## src/rtl/uart_arb_pkg.sv

```systemverilog
// Shared types, widths and helpers for the UART transmit-port arbiter.
package uart_arb_pkg;

  localparam int unsigned GRANT_W = 3;

  typedef enum logic [1:0] {
    IDLE = 2'd0,
    HDR  = 2'd1,
    DATA = 2'd2
  } state_t;

  // Next index in round-robin order, wrapping at n.
  function automatic logic [GRANT_W-1:0] rr_next(input logic [GRANT_W-1:0] idx,
                                                  input int unsigned       n);
    int unsigned nxt;
    nxt = 32'(idx) + 32'd1;
    if (nxt >= n) begin
      nxt = 32'd0;
    end
    return GRANT_W'(nxt);
  endfunction

endpackage

```

## src/rtl/uart_rr_picker.sv

```systemverilog
// Round-robin requester search starting just after the last served client.
module uart_rr_picker
  import uart_arb_pkg::*;
#(
  parameter int unsigned N_REQ = 4
) (
  input  logic [N_REQ-1:0]   req_valid,
  input  logic [GRANT_W-1:0] last,
  output logic               found,
  output logic [GRANT_W-1:0] idx
);

  logic [GRANT_W-1:0] cand;

  // Walk N_REQ candidates from last+1 with wrap; keep the first valid one.
  always_comb begin
    found = 1'b0;
    idx   = '0;
    cand  = rr_next(last, N_REQ);
    for (int unsigned k = 0; k < N_REQ; k++) begin
      if (!found && (|(req_valid & (N_REQ'(1) << cand)))) begin
        found = 1'b1;
        idx   = cand;
      end
      cand = rr_next(cand, N_REQ);
    end
  end

endmodule

```

## src/rtl/uart_tx_arbiter.sv

```systemverilog
// Packet-locked round-robin arbiter sharing the UART TX FIFO write port,
// with optional source-ID header byte and a mid-packet stall watchdog.
module uart_tx_arbiter
  import uart_arb_pkg::*;
#(
  parameter int unsigned N_REQ      = 4,
  parameter bit          ADD_HEADER = 1'b1,
  parameter logic [7:0]  HDR_BASE   = 8'hA0,
  parameter int unsigned TIMEOUT    = 1024
) (
  input  logic                 clk,
  input  logic                 rst,
  input  logic [N_REQ-1:0]     req_valid,
  input  logic [8*N_REQ-1:0]   req_data,
  input  logic [N_REQ-1:0]     req_last,
  output logic [N_REQ-1:0]     req_ready,
  output logic [N_REQ-1:0]     abort,
  output logic [7:0]           wdata,
  output logic                 wruart,
  input  logic                 txfull,
  output logic                 busy,
  output logic [GRANT_W-1:0]   grant_id
);

  localparam int unsigned        CNT_W    = (TIMEOUT > 1) ? $clog2(TIMEOUT) : 1;
  localparam logic [CNT_W-1:0]   CNT_MAX  = CNT_W'(TIMEOUT - 1);
  localparam logic [GRANT_W-1:0] LAST_RST = GRANT_W'(N_REQ - 1);

  state_t             state;
  state_t             state_nxt;
  logic [GRANT_W-1:0] grant_nxt;
  logic [GRANT_W-1:0] last_q;
  logic [GRANT_W-1:0] last_nxt;
  logic [CNT_W-1:0]   wd_cnt;
  logic [CNT_W-1:0]   wd_cnt_nxt;

  logic               pick_found;
  logic [GRANT_W-1:0] pick_idx;

  logic [N_REQ-1:0]   g_onehot;
  logic               g_valid;
  logic               g_last;
  logic [7:0]         g_data;

  uart_rr_picker #(
    .N_REQ (N_REQ)
  ) u_picker (
    .req_valid (req_valid),
    .last      (last_q),
    .found     (pick_found),
    .idx       (pick_idx)
  );

  // Select the granted client's valid/last/data lanes.
  always_comb begin
    g_onehot = N_REQ'(1) << grant_id;
    g_valid  = |(req_valid & g_onehot);
    g_last   = |(req_last & g_onehot);
    g_data   = '0;
    for (int unsigned i = 0; i < N_REQ; i++) begin
      if (g_onehot[i]) begin
        g_data = g_data | req_data[8*i +: 8];
      end
    end
  end

  // State, grant, round-robin pointer and watchdog registers.
  always_ff @(posedge clk) begin
    if (rst) begin
      state    <= IDLE;
      grant_id <= '0;
      last_q   <= LAST_RST;
      wd_cnt   <= '0;
    end else begin
      state    <= state_nxt;
      grant_id <= grant_nxt;
      last_q   <= last_nxt;
      wd_cnt   <= wd_cnt_nxt;
    end
  end

  // Next-state and port-facing outputs.
  always_comb begin
    state_nxt  = state;
    grant_nxt  = grant_id;
    last_nxt   = last_q;
    wd_cnt_nxt = wd_cnt;
    req_ready  = '0;
    abort      = '0;
    wruart     = 1'b0;
    wdata      = '0;
    busy       = (state != IDLE);

    case (state)
      IDLE: begin
        if (pick_found) begin
          grant_nxt  = pick_idx;
          state_nxt  = ADD_HEADER ? HDR : DATA;
          wd_cnt_nxt = '0;
        end
      end

      HDR: begin
        wruart = ~txfull;
        wdata  = HDR_BASE | 8'(grant_id);
        if (!txfull) begin
          state_nxt  = DATA;
          wd_cnt_nxt = '0;
        end
      end

      DATA: begin
        wdata  = g_data;
        wruart = g_valid & ~txfull;
        if (!txfull) begin
          req_ready = g_onehot;
        end
        if (g_valid) begin
          // A full FIFO with a byte on offer is a stall, not client idleness.
          if (!txfull) begin
            wd_cnt_nxt = '0;
            if (g_last) begin
              state_nxt = IDLE;
              last_nxt  = grant_id;
            end
          end
        end else if (wd_cnt == CNT_MAX) begin
          abort      = g_onehot;
          state_nxt  = IDLE;
          last_nxt   = grant_id;
          wd_cnt_nxt = '0;
        end else begin
          wd_cnt_nxt = wd_cnt + CNT_W'(1);
        end
      end

      default: begin
        state_nxt = IDLE;
      end
    endcase
  end

endmodule

```

## config.mk

```make
export PLATFORM = sky130hd
export DESIGN_NAME = uart_tx_arbiter
export DESIGN_NICKNAME = d
export VERILOG_FILES = /design/src/rtl/uart_arb_pkg.sv /design/src/rtl/uart_rr_picker.sv /design/src/rtl/uart_tx_arbiter.sv
export SDC_FILE = /design/constraint.sdc
export NUM_CORES = 1
export LEC_CHECK = 0
export ABC_CLOCK_PERIOD_IN_PS = 9900
export BUFFER_PORTS_ARGS = -buffer_cell sky130_fd_sc_hd__buf_2
export CELL_PAD_IN_SITES_DETAIL_PLACEMENT = 0
export CELL_PAD_IN_SITES_GLOBAL_PLACEMENT = 1
export CORE_MARGIN = 3
export CORE_UTILIZATION = 30
export CTS_CLUSTER_SIZE = 20
export DETAILED_ROUTE_END_ITERATION = 10
export HOLD_SLACK_MARGIN = 0.02
export PLACE_DENSITY_LB_ADDON = 0.1
export SYNTH_ARGS = -nofsm -noshare
export SYNTH_HDL_FRONTEND = slang
export SYNTH_SLANG_ARGS = --single-unit
```

## constraint.sdc

```tcl
create_clock -name clk -period 9.9 [get_ports clk]
set_input_delay 0.495 -clock clk [delete_from_list [all_inputs] [get_ports clk]]
set_output_delay 0.495 -clock clk [all_outputs]
set_load 0.05 [all_outputs]
```

# == Yosys cells after proc, flatten, opt, wreduce, memory -nomap -nowiden ==
# Index checks and enable logic that the tools add are counted.
# word_totals
ff_bits,18
input_bits,43
elab_cells,98
# classes
n_addsub,5
order_cmp,4
eq_ne,10
shift,5
mux,39
n_bitwise,11
n_reduce_logical,20
# op_table
op,count
10-bit 2-to-1 mux,4
3-bit 2-to-1 mux,12
8-bit 2-to-1 mux,4
10-bit case mux with 3 select lines,1
4-bit AND,6
8-bit bitwise OR,3
4-bit OR reduction,6
4-bit 2-to-1 mux,5
"1-bit by 3-bit << shifter with 4-bit output, first input constant",5
"3-bit by 1-bit adder with 4-bit output, second input constant",4
"4-bit by 3-bit >= comparator with 1-bit output, second input constant",4
8-bit case mux with 2 select lines,1
2-bit 2-to-1 mux,6
"10-bit by 1-bit adder with 10-bit output, second input constant",1
"10-bit equality test, second input constant",1
"3-bit != test, second input constant",3
"2-bit != test, second input constant",3
2-bit case mux with 3 select lines,1
5-bit AND reduction,1
1-bit 2-to-1 mux,4
2-bit AND reduction,2
4-bit AND reduction,1
2-bit nonzero test,2
1-bit logical AND,3
9 further kinds,11

# == Depth between registers and ports, before layout ==
# Gate-level depths: netlist (run 1).
# depth
depth_word,19
depth_mapped,19
depth_no_buf,19

# == Hierarchy ==
# From an unflattened synthesis (run 1), not the netlist that was laid out.
# hier_totals
cells_unflattened,220
area_unflattened_um2,1651.6
# modules_own_cells
module,instances,cells_per_inst,area_each_um2
uart_tx_arbiter,1,187,1457.6
uart_rr_picker,1,33,193.9

# == Least setup slack after synthesis (run 1) ==
# OpenSTA, ideal clock, no wires.
# synth_timing
kind,register to register
start,register last_q[0]
end,register wd_cnt[8]
setup_ps,122
arrival_time_ps,3813
slack_ps,5966
path_stages_with_launch,19
synth_period_minus_slack_ps,3934
cell_sequence,dfxtp_1 ha_1 xor2_1 or2_2 nor2_1 ha_1 o21ai_1 inv_1 ha_1 ha_1 nand2_1 nor2_1 ha_1 o221ai_1 mux4_2 or2_4 nor2_1 nor4bb_1 a221o_1
# synth_via
elab_chain_len,19
word_cells_on_any_way,36
cone_classes,add/sub: 4; order compare: 4; eq/ne: 1; shift: 4; mux: 8; bitwise: 4; reduce/logical: 11
# synth_lines
item,line,rtl
"start, declared",uart_tx_arbiter.sv:32,logic [GRANT_W-1:0] last_q;
"start signal, assigned",uart_tx_arbiter.sv:77,last_q <= last_nxt;
3-bit by 1-bit adder with 4-bit output (*),uart_arb_pkg.sv:16,nxt = 32'(idx) + 32'd1;
4-bit by 3-bit >= comparator with 1-bit output,uart_arb_pkg.sv:17,if (nxt >= n) begin
3-bit 2-to-1 mux (*),uart_arb_pkg.sv:17,
3-bit by 1-bit adder with 4-bit output,uart_arb_pkg.sv:16,
4-bit by 3-bit >= comparator with 1-bit output,uart_arb_pkg.sv:17,
3-bit 2-to-1 mux,uart_arb_pkg.sv:17,
3-bit by 1-bit adder with 4-bit output or 1-bit by 3-bit << shifter with 4-bit output (tied branches),"uart_arb_pkg.sv:16, uart_rr_picker.sv:21",
4-bit by 3-bit >= comparator with 1-bit output or 4-bit AND (tied branches),"uart_arb_pkg.sv:17, uart_rr_picker.sv:21",
[3 not listed],n/a,
3-bit 2-to-1 mux (tied with other cells),uart_arb_pkg.sv:17,
1-bit by 3-bit << shifter with 4-bit output or 1-bit logical AND (tied branches),uart_rr_picker.sv:21,if (!found && (|(req_valid & (N_REQ'(1) << cand)))) begin
4-bit AND or 1-bit 2-to-1 mux (tied branches),uart_rr_picker.sv:21,
4-bit OR reduction or 1-bit zero test (tied branches),uart_rr_picker.sv:21,
1-bit logical AND,uart_rr_picker.sv:21,
1-bit 2-to-1 mux (*),uart_rr_picker.sv:21,
2-bit != test (no source line) (*),n/a,
2-bit AND reduction (no source line) (*),n/a,
"end signal, assigned",uart_tx_arbiter.sv:78,wd_cnt <= wd_cnt_nxt;
"end, declared",uart_tx_arbiter.sv:34,logic [CNT_W-1:0] wd_cnt;
# Every way passes the cells marked *; elsewhere a longest branch is shown, timed or not.
# A chain may end at the register's enable or synchronous reset.

# == Worst setup path after layout (run 1) ==
# layout_timing
start,register last_q[0]
end,register wd_cnt[3]
# Same word-level chain as after synthesis.

==> results.py, run 1 <==
metrics = {
    "critical_path": {
        "path_class": "flip-flop to flip-flop",
        "cp-end-kind": "flip-flop",
        "crit_start": "last_q[0]",
        "cpLargestDelayFamily": "compound AO/OA/AOI/OAI gates",
        "cp_cell_sequence": "ha_1 > nand2_1 > a21oi_1 > o21ai_0 > nor2_1 > ha_1 > o21ai_1 > inv_1 > ha_1 > ha_1 > nand2_1 > nor2_1 > ha_1 > o221ai_1 > mux4_2 > or2_4 > o31ai_4 > o21ai_0 > o21ai_0",
        "reg2reg_slack_ns": 5.46,
        "required_ns": 10.09,
        "worstPathMaxFanout": 8,
        "cpMaxStageDelayCell": "dfxtp_1",
        "startpoint_type": "flip-flop",
        "arrival_ns": 4.63,
        "cpPeakStageDelay_ns": 0.47,
        "cp_num_buf_inv": 1,
        "r2r-start": "last_q[0]",
        "crit_top_cell": "ha_1",
    },
    "synth": {
        "synth-simple-area-share_pct": 25.4,
        "syn_area_mm2": 0.00190,
        "synth_top_family_by_area": "compound AO/OA/AOI/OAI gates",
        "netlist_instances": 216,
        "synthAdderAreaFrac_pct": 7.89,
        "ys_ff_latch": 18,
        "seq_area_frac_synth_pct": 18.9,
        "synth_edf_count": 0,
        "yosys_warnings": 0,
        "yosysTopAreaCell": "dfxtp_1",
        "synth-compound-area-share_pct": 26.1,
        "synth-main-ff-cell": "dfxtp_1",
        "muxShareOfSynthArea_pct": 15.3,
        "yosysTopAreaCellShare_pct": 18.9,
        "synth_cell_types": 64,
        "synth-xor-area-share_pct": 0.460,
        "avgSynthCellArea_um2": 8.81,
        "synth-async-reset-ratio_pct": 0,
        "netlist_top_cells_area": "dfxtp_1, mux4_2, ha_1, nand2_1, nor2_1",
    },
    "global_routing": {
        "grtUsageMet1_pct": 19.7,
        "top_usage_layer": "met2",
        "grt_pass1_wl_um": 9090,
        "grtUsageTotal_pct": 15.1,
        "grt_pass1_vias": 1908,
        "grtUsageMet3_pct": 2.79,
        "use_met2_pct": 27.0,
        "grt_overflow": 0,
        "antenna_found_initial": 0,
        "grt_max_degree": 20,
    },
    "layout": {
        "final_cell_mix": "buf_2, nand2_1, dfxtp_1",
        "final_cell_count_no_fill": 350,
        "antenna_cells": 0,
        "final_common_cell": "buf_2",
        "drive_above_1_share_pct": 34.9,
        "nNetsFinal": 331,
        "area_growth_pct": 21.3,
        "nFillCells": 642,
    },
    "floorplan": {
        "start_util_pct": 31.6,
        "coreArea_mm2": 0.00603,
        "num_io_pins": 64,
        "die_area_mm2": 0.00734,
        "die_w_um": 85.6,
        "num_rows": 28,
        "die_h_um": 85.6,
    },
    "detailed_routing": {
        "drc": 0,
        "wl_um": 5430,
        "vias_per_cell": 5.32,
        "antenna_left": 0,
        "route.vias.total": 1863,
        "dr.pass1.iters": 4,
        "wl_per_cell_um": 15.5,
        "drt_iter0_markers": 71,
    },
    "flow_run": {
        "maxCapViolations": 0,
    },
    "clock_tree": {
        "cts_hold_buf": 0,
        "cts_buffers": 3,
        "clock_sinks": 18,
        "htreeDepth": 1,
        "cts_tree": "yes",
        "worstSkewPairLatency_ns": 0.25,
        "clockBufferDepth": 2,
        "clockRootBuffer": "clkbuf_8",
        "cts_setup_buffers": 0,
        "path_clk_slew_ns": 0.07,
        "cts_resized": 0,
    },
    "sta": {
        "min_period_ns": 4.44,
        "clock.fmax_mhz": 225,
        "max_slew_margin_pct": 46.2,
        "finalSetupViolCount": 0,
        "drv_slew": 0,
        "tightest_slew_ns": 0.805,
        "hold_viol": 0,
        "tns_ns": 0,
        "rsz0062_at_grt": "no",
        "fin_crit_sh_pct": 44.9,
        "skew_ns": 0.00132,
    },
    "run_status": {
        "run_status": "completed",
    },
    "worst_hold_path": {
        "hold_class": "flip-flop to flip-flop",
        "worstHoldStart": "wd_cnt[1]",
    },
    "power_and_ir_drop": {
        "p_per_area_mw_per_mm2": 176,
        "ir_worst_vdd_v": 0.000163,
        "p_leak_nw": 1.02,
    },
    "placement": {
        "port_buffers": 63,
        "hpwl_um": 4390,
        "numPlacedInstances": 346,
        "gp_congestion": 0.878,
    },
}
## synthesized netlist by cell type (2+ instances only)
cell / number
nand2_1: 23
buf_2: 2
o221ai_1: 2
a21o_1: 3
a211oi_1: 4
o32ai_1: 3
mux4_2: 11
a22o_1: 5
o21a_1: 2
nand3_1: 11
o311ai_2: 2
ha_1: 12
and3_2: 2
a22oi_1: 2
inv_1: 9
nor2_1: 17
mux2i_1: 3
and3_1: 4
nor3_1: 5
or2b_1: 2
and2_1: 5
nor3b_1: 3
a221o_1: 3
buf_1: 2
o31ai_1: 2
buf_6: 2
o21ai_0: 10
dfxtp_1: 18
o21ai_1: 3
nand3b_1: 2
nor2b_1: 3
clkbuf_1: 2
a21oi_1: 6
## state kept, by name, indices dropped and copies added, names as in the netlist
register	cells
state	2
last_q	3
wd_cnt	10
grant_id	3
## metrics by stage
step | utilization, % | total power, mW | hold WS, ns | setup slack, ns | cell area (um2)
6_report | 38.3 | 0.406 | 0.489 | 5.46 | 2310
5_1_grt | 38.3 | 0.435 | 0.517 | 5.00 | 2310
4_1_cts | 38.3 | 0.412 | 0.491 | 5.44 | 2310
3_5_place_dp | 37.4 | 0.348 | 0.475 | 5.47 | 2250
3_3_place_gp | 37.4 | 0.350 | 0.485 | 5.48 | 2250
2_1_floorplan | - | 0.298 | 0.442 | 5.97 | 1910
## kinds of logic (layout without fill, tap and decap cells)
| kind of cell | after synthesis | after routing |
|---|---|---|
| DFF | 18 | 18 |
| xor gates and xnor gates | 1 | 1 |
| and+or+nand+nor | 90 | 90 |
| muxes | 15 | 15 |
| adders and majority gates | 12 | 12 |
| other | 1 | 3 |
| buffers and inverters | 20 | 77 |
| AOI/OAI and AO/OA | 59 | 59 |
## where the power goes
part	switching (mW)	leakage [nW]	internal (mW)
clock network	0.0262	0.0288	0.0354
logic	0.155	0.842	0.0946
registers	0.0151	0.146	0.0798
## tightest hold or removal path, cell delays in order (launching register included)
cell	delay (ns)
dfxtp_1	0.33
nand2_1	0.05
o21ai_0	0.06
## layout make-up
type                    count  area (um2)  share of cell area, %
clock buffers               4        55.1                   2.38
inverters                   9        33.8                   1.46
multi-input cells         180        1440                   62.5
flip-flops and latches     18         360                   15.6
well taps                  75        93.8                   4.07
repair buffers             64         323                   14.0
## metal layers
| layer | share of wire (%) | vias to the layer above | wire (um) |
|---|---|---|---|
| met5 | 0 | - | 0 |
| met4 | 0 | 0 | 0 |
| met3 | 3.2 | 0 | 172 |
| met2 | 51 | 32 | 2760 |
| met1 | 46 | 891 | 2490 |
| li1 | - | 940 | - |
## final timing paths
check | endpoint | depth (start not counted)
max reg2reg | wd_cnt[3] | 19
min reg2reg | wd_cnt[1] | 2
max | wd_cnt[3] | 19
min | wd_cnt[1] | 2
(Power assumes the default switching activity.)
==> inputs of run 2 (changes only) <==
Settings changed: ABC_CLOCK_PERIOD_IN_PS 9900 to 4630.
Clock period 9.9 ns to 4.63 ns, I/O delays scaled along.
==> results.py, run 2 (synthesis gave the netlist of run 1 again) <==
metrics = {
    "global_routing": {
        "grt_pass1_vias": 1820,
        "antenna_found_initial": 0,
        "grt_max_degree": 20,
        "grt_pass1_wl_um": 9100,
        "grtUsageTotal_pct": 15.2,
        "grt_overflow": 0,
    },
    "detailed_routing": {
        "maxUsedRoutingLayer": "met4",
        "wl_per_cell_um": 15.4,
        "drc": 0,
        "antenna_left": 0,
        "vias_per_cell": 5.33,
        "drt-met1-wl_um": 2460,
        "wl_um": 5440,
        "wl_met3_um": 275,
        "drt_iter0_markers": 68,
        "route.vias.total": 1888,
        "dr_wl_met2_um": 2690,
        "dr.pass1.iters": 4,
    },
    "layout": {
        "final_cell_count_no_fill": 354,
        "final_util_pct": 38.8,
        "drive_above_1_share_pct": 35.8,
        "final_common_cell": "buf_2",
        "registers.top_by_ff_count": "wd_cnt",
        "final_cell_mix": "buf_2, nand2_1, dfxtp_1",
        "reg_top3": "wd_cnt (10), grant_id (3), last_q (3)",
        "area_growth_pct": 22.9,
        "largest_register_ffs": 10,
        "nNetsFinal": 335,
        "antenna_cells": 0,
    },
    "flow_run": {
        "maxCapViolations": 0,
    },
    "run_status": {
        "run_status": "completed",
    },
    "sta": {
        "tightest_slew_ns": 0.787,
        "tns_ns": 0,
        "clock.fmax_mhz": 239,
        "fin_crit_sh_pct": 90.2,
        "hold_viol": 0,
        "drv_slew": 0,
        "min_period_ns": 4.18,
        "skew_ns": 0.00189,
        "max_slew_margin_pct": 47.5,
        "rsz0062_at_grt": "no",
        "finalSetupViolCount": 0,
    },
    "clock_tree": {
        "path_clk_slew_ns": 0.07,
        "cts_setup_buffers": 0,
        "worstSkewPairLatency_ns": 0.26,
        "clockBufferDepth": 2,
        "cts_resized": 0,
        "cts_hold_buf": 0,
        "htreeDepth": 1,
        "clockRootBuffer": "clkbuf_8",
        "cts_tree": "yes",
        "cts_buffers": 3,
        "clock_sinks": 18,
    },
    "placement": {
        "numPlacedInstances": 350,
        "port_buffers": 63,
        "gp_congestion": 0.831,
        "hpwl_um": 4370,
    },
    "critical_path": {
        "startpoint_type": "flip-flop",
        "cpMaxStageDelayCell": "o31ai_4",
        "cp_num_buf_inv": 1,
        "cpLargestDelayFamily": "compound AO/OA/AOI/OAI gates",
        "crit_top_cell": "ha_1",
        "path_class": "flip-flop to flip-flop",
        "cpPeakStageDelay_ns": 0.48,
        "required_ns": 4.82,
        "cp_cell_sequence": "ha_1 > xor2_1 > or2_2 > nor2_1 > ha_1 > o21ai_1 > inv_1 > ha_1 > ha_1 > nand2_1 > nor2_1 > ha_1 > a221o_1 > mux2i_2 > o2111ai_4 > o31ai_4 > o21ai_0 > o21ai_0",
        "cp-end-kind": "flip-flop",
        "arrival_ns": 4.36,
        "worstPathMaxFanout": 8,
    },
    "floorplan": {
        "die_h_um": 85.6,
        "num_io_pins": 64,
        "num_rows": 28,
        "coreArea_mm2": 0.00603,
        "die_w_um": 85.6,
        "die_area_mm2": 0.00734,
        "start_util_pct": 31.6,
    },
    "worst_hold_path": {
        "hold_class": "input port to flip-flop",
    },
    "power_and_ir_drop": {
        "p_per_area_mw_per_mm2": 373,
        "p_leak_nw": 1.03,
        "ir_worst_vdd_v": 0.000266,
    },
}
run 2: changes by cell type in the layout (fill, tap and decap cells not counted):
| cell | previous run | this run |
|---|---|---|
| buf_4 | 1 | 5 |
run 2: cell type report:
type	instances	area, um2
Fill cell	644	3690
Inverter	9	33.8
Tap cell	75	93.8
Sequential cell	18	360
Clock buffer	4	55.1
Timing Repair Buffer	68	353
Multi-Input combinational cell	180	1440
run 2: where the power goes:
group	switching, mW	leakage (nW)	total, mW	internal, mW
registers	0.0315	0.146	0.202	0.170
logic	0.331	0.860	0.535	0.204
clock network	0.0593	0.0288	0.135	0.0758
run 2: through the flow:
| stage | power (mW) | setup WS (ns) | hold WS [ns] | cell area, um2 |
|---|---|---|---|---|
| final | 0.872 | 0.452 | 0.322 | 2340 |
| after global routing | 0.938 | 0.0697 | 0.350 | 2340 |
| after detailed placement | 0.746 | 0.455 | 0.478 | 2280 |
| after floorplan | 0.636 | 0.696 | 0.417 | 1910 |
| after global placement | 0.750 | 0.522 | 0.482 | 2280 |
| after CTS | 0.884 | 0.416 | 0.321 | 2340 |
run 2: final timing paths:
path,endpoint,from,slack (ns),cells past startpoint
worst max register to register,wd_cnt[5],last_q[0],0.45,18
worst min register to register,wd_cnt[1],wd_cnt[1],0.49,2
worst min-delay path,state[1],rst,0.32,2
worst max-delay path,wd_cnt[5],last_q[0],0.45,18
run 2: layer usage:
layer,GRT usage (%),vias to the layer above
met3,3.17,5
met5,0,-
met2,25.2,43
met4,1.58,0
met1,20.9,891
li1,-,949
==> inputs of run 3 (changes only) <==
Settings changed: ABC_CLOCK_PERIOD_IN_PS 4630 to 3690.
Clock period 4.63 ns to 3.69 ns, I/O delays scaled along.
==> results.py, run 3 (synthesis gave the netlist of run 1 again) <==
metrics = {
    "run_status": {
        "run_status": "completed",
    },
    "placement": {
        "numPlacedInstances": 365,
        "placed_area_mm2": 0.00244,
        "port_buffers": 63,
        "hpwl_um": 4420,
        "gp_congestion": 0.816,
    },
    "detailed_routing": {
        "drc": 0,
        "antenna_left": 0,
        "wl_per_cell_um": 14.8,
        "dr_wl_met2_um": 2820,
        "route.vias.total": 1940,
        "wl_um": 5490,
        "drt_iter0_markers": 53,
        "maxUsedRoutingLayer": "met3",
        "drt-met1-wl_um": 2450,
        "vias_per_cell": 5.23,
        "dr.pass1.iters": 4,
        "wl_met3_um": 221,
    },
    "clock_tree": {
        "htreeDepth": 1,
        "clockRootBuffer": "clkbuf_8",
        "cts_buffers": 3,
        "cts_tree": "yes",
        "worstSkewPairLatency_ns": 0.25,
        "path_clk_slew_ns": 0.08,
        "clockBufferDepth": 2,
        "clock_sinks": 18,
        "cts_hold_buf": 0,
    },
    "global_routing": {
        "antenna_found_initial": 0,
        "grt_max_degree": 20,
        "grt_overflow": 0,
        "grt_pass1_wl_um": 9260,
        "grt_pass1_vias": 1972,
        "grtUsageTotal_pct": 15.2,
    },
    "layout": {
        "final_cell_mix": "buf_2, nand2_1, buf_4",
        "reg_top3": "wd_cnt (10), grant_id (3), last_q (3)",
        "nFillCells": 637,
        "drive_above_1_share_pct": 45.6,
        "area_growth_pct": 36.0,
        "nNetsFinal": 353,
        "antenna_cells": 0,
        "final_cell_count_no_fill": 371,
        "final_util_pct": 42.9,
        "largest_register_ffs": 10,
        "stdcell_area_mm2": 0.00259,
        "final_common_cell": "buf_2",
        "registers.top_by_ff_count": "wd_cnt",
    },
    "critical_path": {
        "reg2reg_depth": 18,
        "startpoint_type": "flip-flop",
        "required_ns": 3.82,
        "path_class": "flip-flop to flip-flop",
        "cp-end-kind": "flip-flop",
        "timing.rr.end": "wd_cnt[7]",
        "reg2reg_slack_ns": 0.1,
        "arrival_ns": 3.73,
        "r2r-start": "last_q[0]",
        "worstPathMaxFanout": 7,
    },
    "power_and_ir_drop": {
        "p_leak_nw": 1.12,
        "p_per_area_mw_per_mm2": 433,
        "ir_worst_vdd_v": 0.000457,
    },
    "sta": {
        "hold-worst-slack_ns": 0.291,
        "max_slew_margin_pct": 47.7,
        "clock.fmax_mhz": 278,
        "rsz0062_at_grt": "yes",
        "skew_ns": 0.00778,
        "tightest_slew_ns": 0.783,
        "hold_viol": 0,
        "fin_crit_sh_pct": 97.3,
        "min_period_ns": 3.59,
        "finalSetupViolCount": 0,
        "drv_slew": 0,
    },
    "flow_run": {
        "maxCapViolations": 0,
    },
    "worst_hold_path": {
        "whs_path_depth": 2,
        "worstHoldStart": "rst",
        "whs_endpoint": "state[1]",
        "hold_class": "input port to flip-flop",
    },
    "floorplan": {
        "num_io_pins": 64,
        "die_h_um": 85.6,
        "start_util_pct": 31.6,
        "die_w_um": 85.6,
        "die_area_mm2": 0.00734,
        "num_rows": 28,
        "coreArea_mm2": 0.00603,
    },
}
[run 3: cell count changes in the layout (fill, tap and decap cells not counted), moves of 2 or more]
cell,before,now
buf_4,5,20
o21ai_0,10,4
ha_1,12,8
ha_4,0,4
buf_6,0,3
nor2_1,17,14
o21ai_1,3,6
dfxtp_1,18,16
dfxtp_2,0,2
nor2_2,0,2
o21ai_2,0,2
[run 3: cell type report]
cell class                      count  area (um2)  area share, %
Inverter                            9        33.8           1.31
Tap cell                           75        93.8           3.63
Clock buffer                        3        41.3           1.60
Sequential cell                    18         363           14.0
Multi-Input combinational cell    180        1560           60.2
Timing Repair Buffer               86         499           19.3
[run 3: metrics by stage]
stage	setup WS [ns]	TNS (ns)	power, mW
2_1_floorplan	0.487	0	0.805
3_3_place_gp	0.0154	0	0.975
3_5_place_dp	-0.00354	-0.00354	0.973
4_1_cts	0.0147	0	1.12
5_1_grt	-0.0767	-0.582	1.21
6_report	0.0985	0	1.12
[run 3: worst max-delay path by stage]
stage               slack [ns]   endpoint       from  depth (start not counted)
floorplan                 0.49  wd_cnt[9]  last_q[0]                         15
global placement          0.02  wd_cnt[7]  last_q[1]                         20
detailed placement      -0.004  wd_cnt[7]  last_q[0]                         19
CTS                       0.01  wd_cnt[3]  last_q[0]                         19
global route             -0.08  wd_cnt[7]  last_q[0]                         17
finish                     0.1  wd_cnt[7]  last_q[0]                         18
[run 3: layer usage]
layer / vias up / track usage [%]
li1: 983 / -
met1: 918 / 20.3
met2: 39 / 26.8
met3: 0 / 2.02
met4: 0 / 1.87
met5: - / 0
[run 3: what timing repair did]
action	in CTS	in global routing
pin swaps	1	13
setup buffers	0	3
gates resized for setup	1	21
setup endpoints to repair	6	14
[run 3: power by group]
group / switching [mW] / leakage (nW) / internal (mW)
clock: 0.0673 / 0.0216 / 0.0725
sequential: 0.0130 / 0.145 / 0.214
combinational: 0.455 / 0.956 / 0.300
[run 3: worst max-delay path: stages (launching register included)]
cell and delay, ns:
dfxtp_2 0.34, ha_4 0.17, xor2_2 0.15, or2_4 0.27
nor2_4 0.10, ha_4 0.22, o21ai_4 0.06, inv_2 0.06
ha_4 0.16, ha_4 0.28, nand2_4 0.05, nor2_2 0.10
ha_1 0.25, o221ai_2 0.09, mux4_2 0.35, or2_4 0.30
buf_6 0.13, o21ai_4 0.26, o311ai_2 0.13
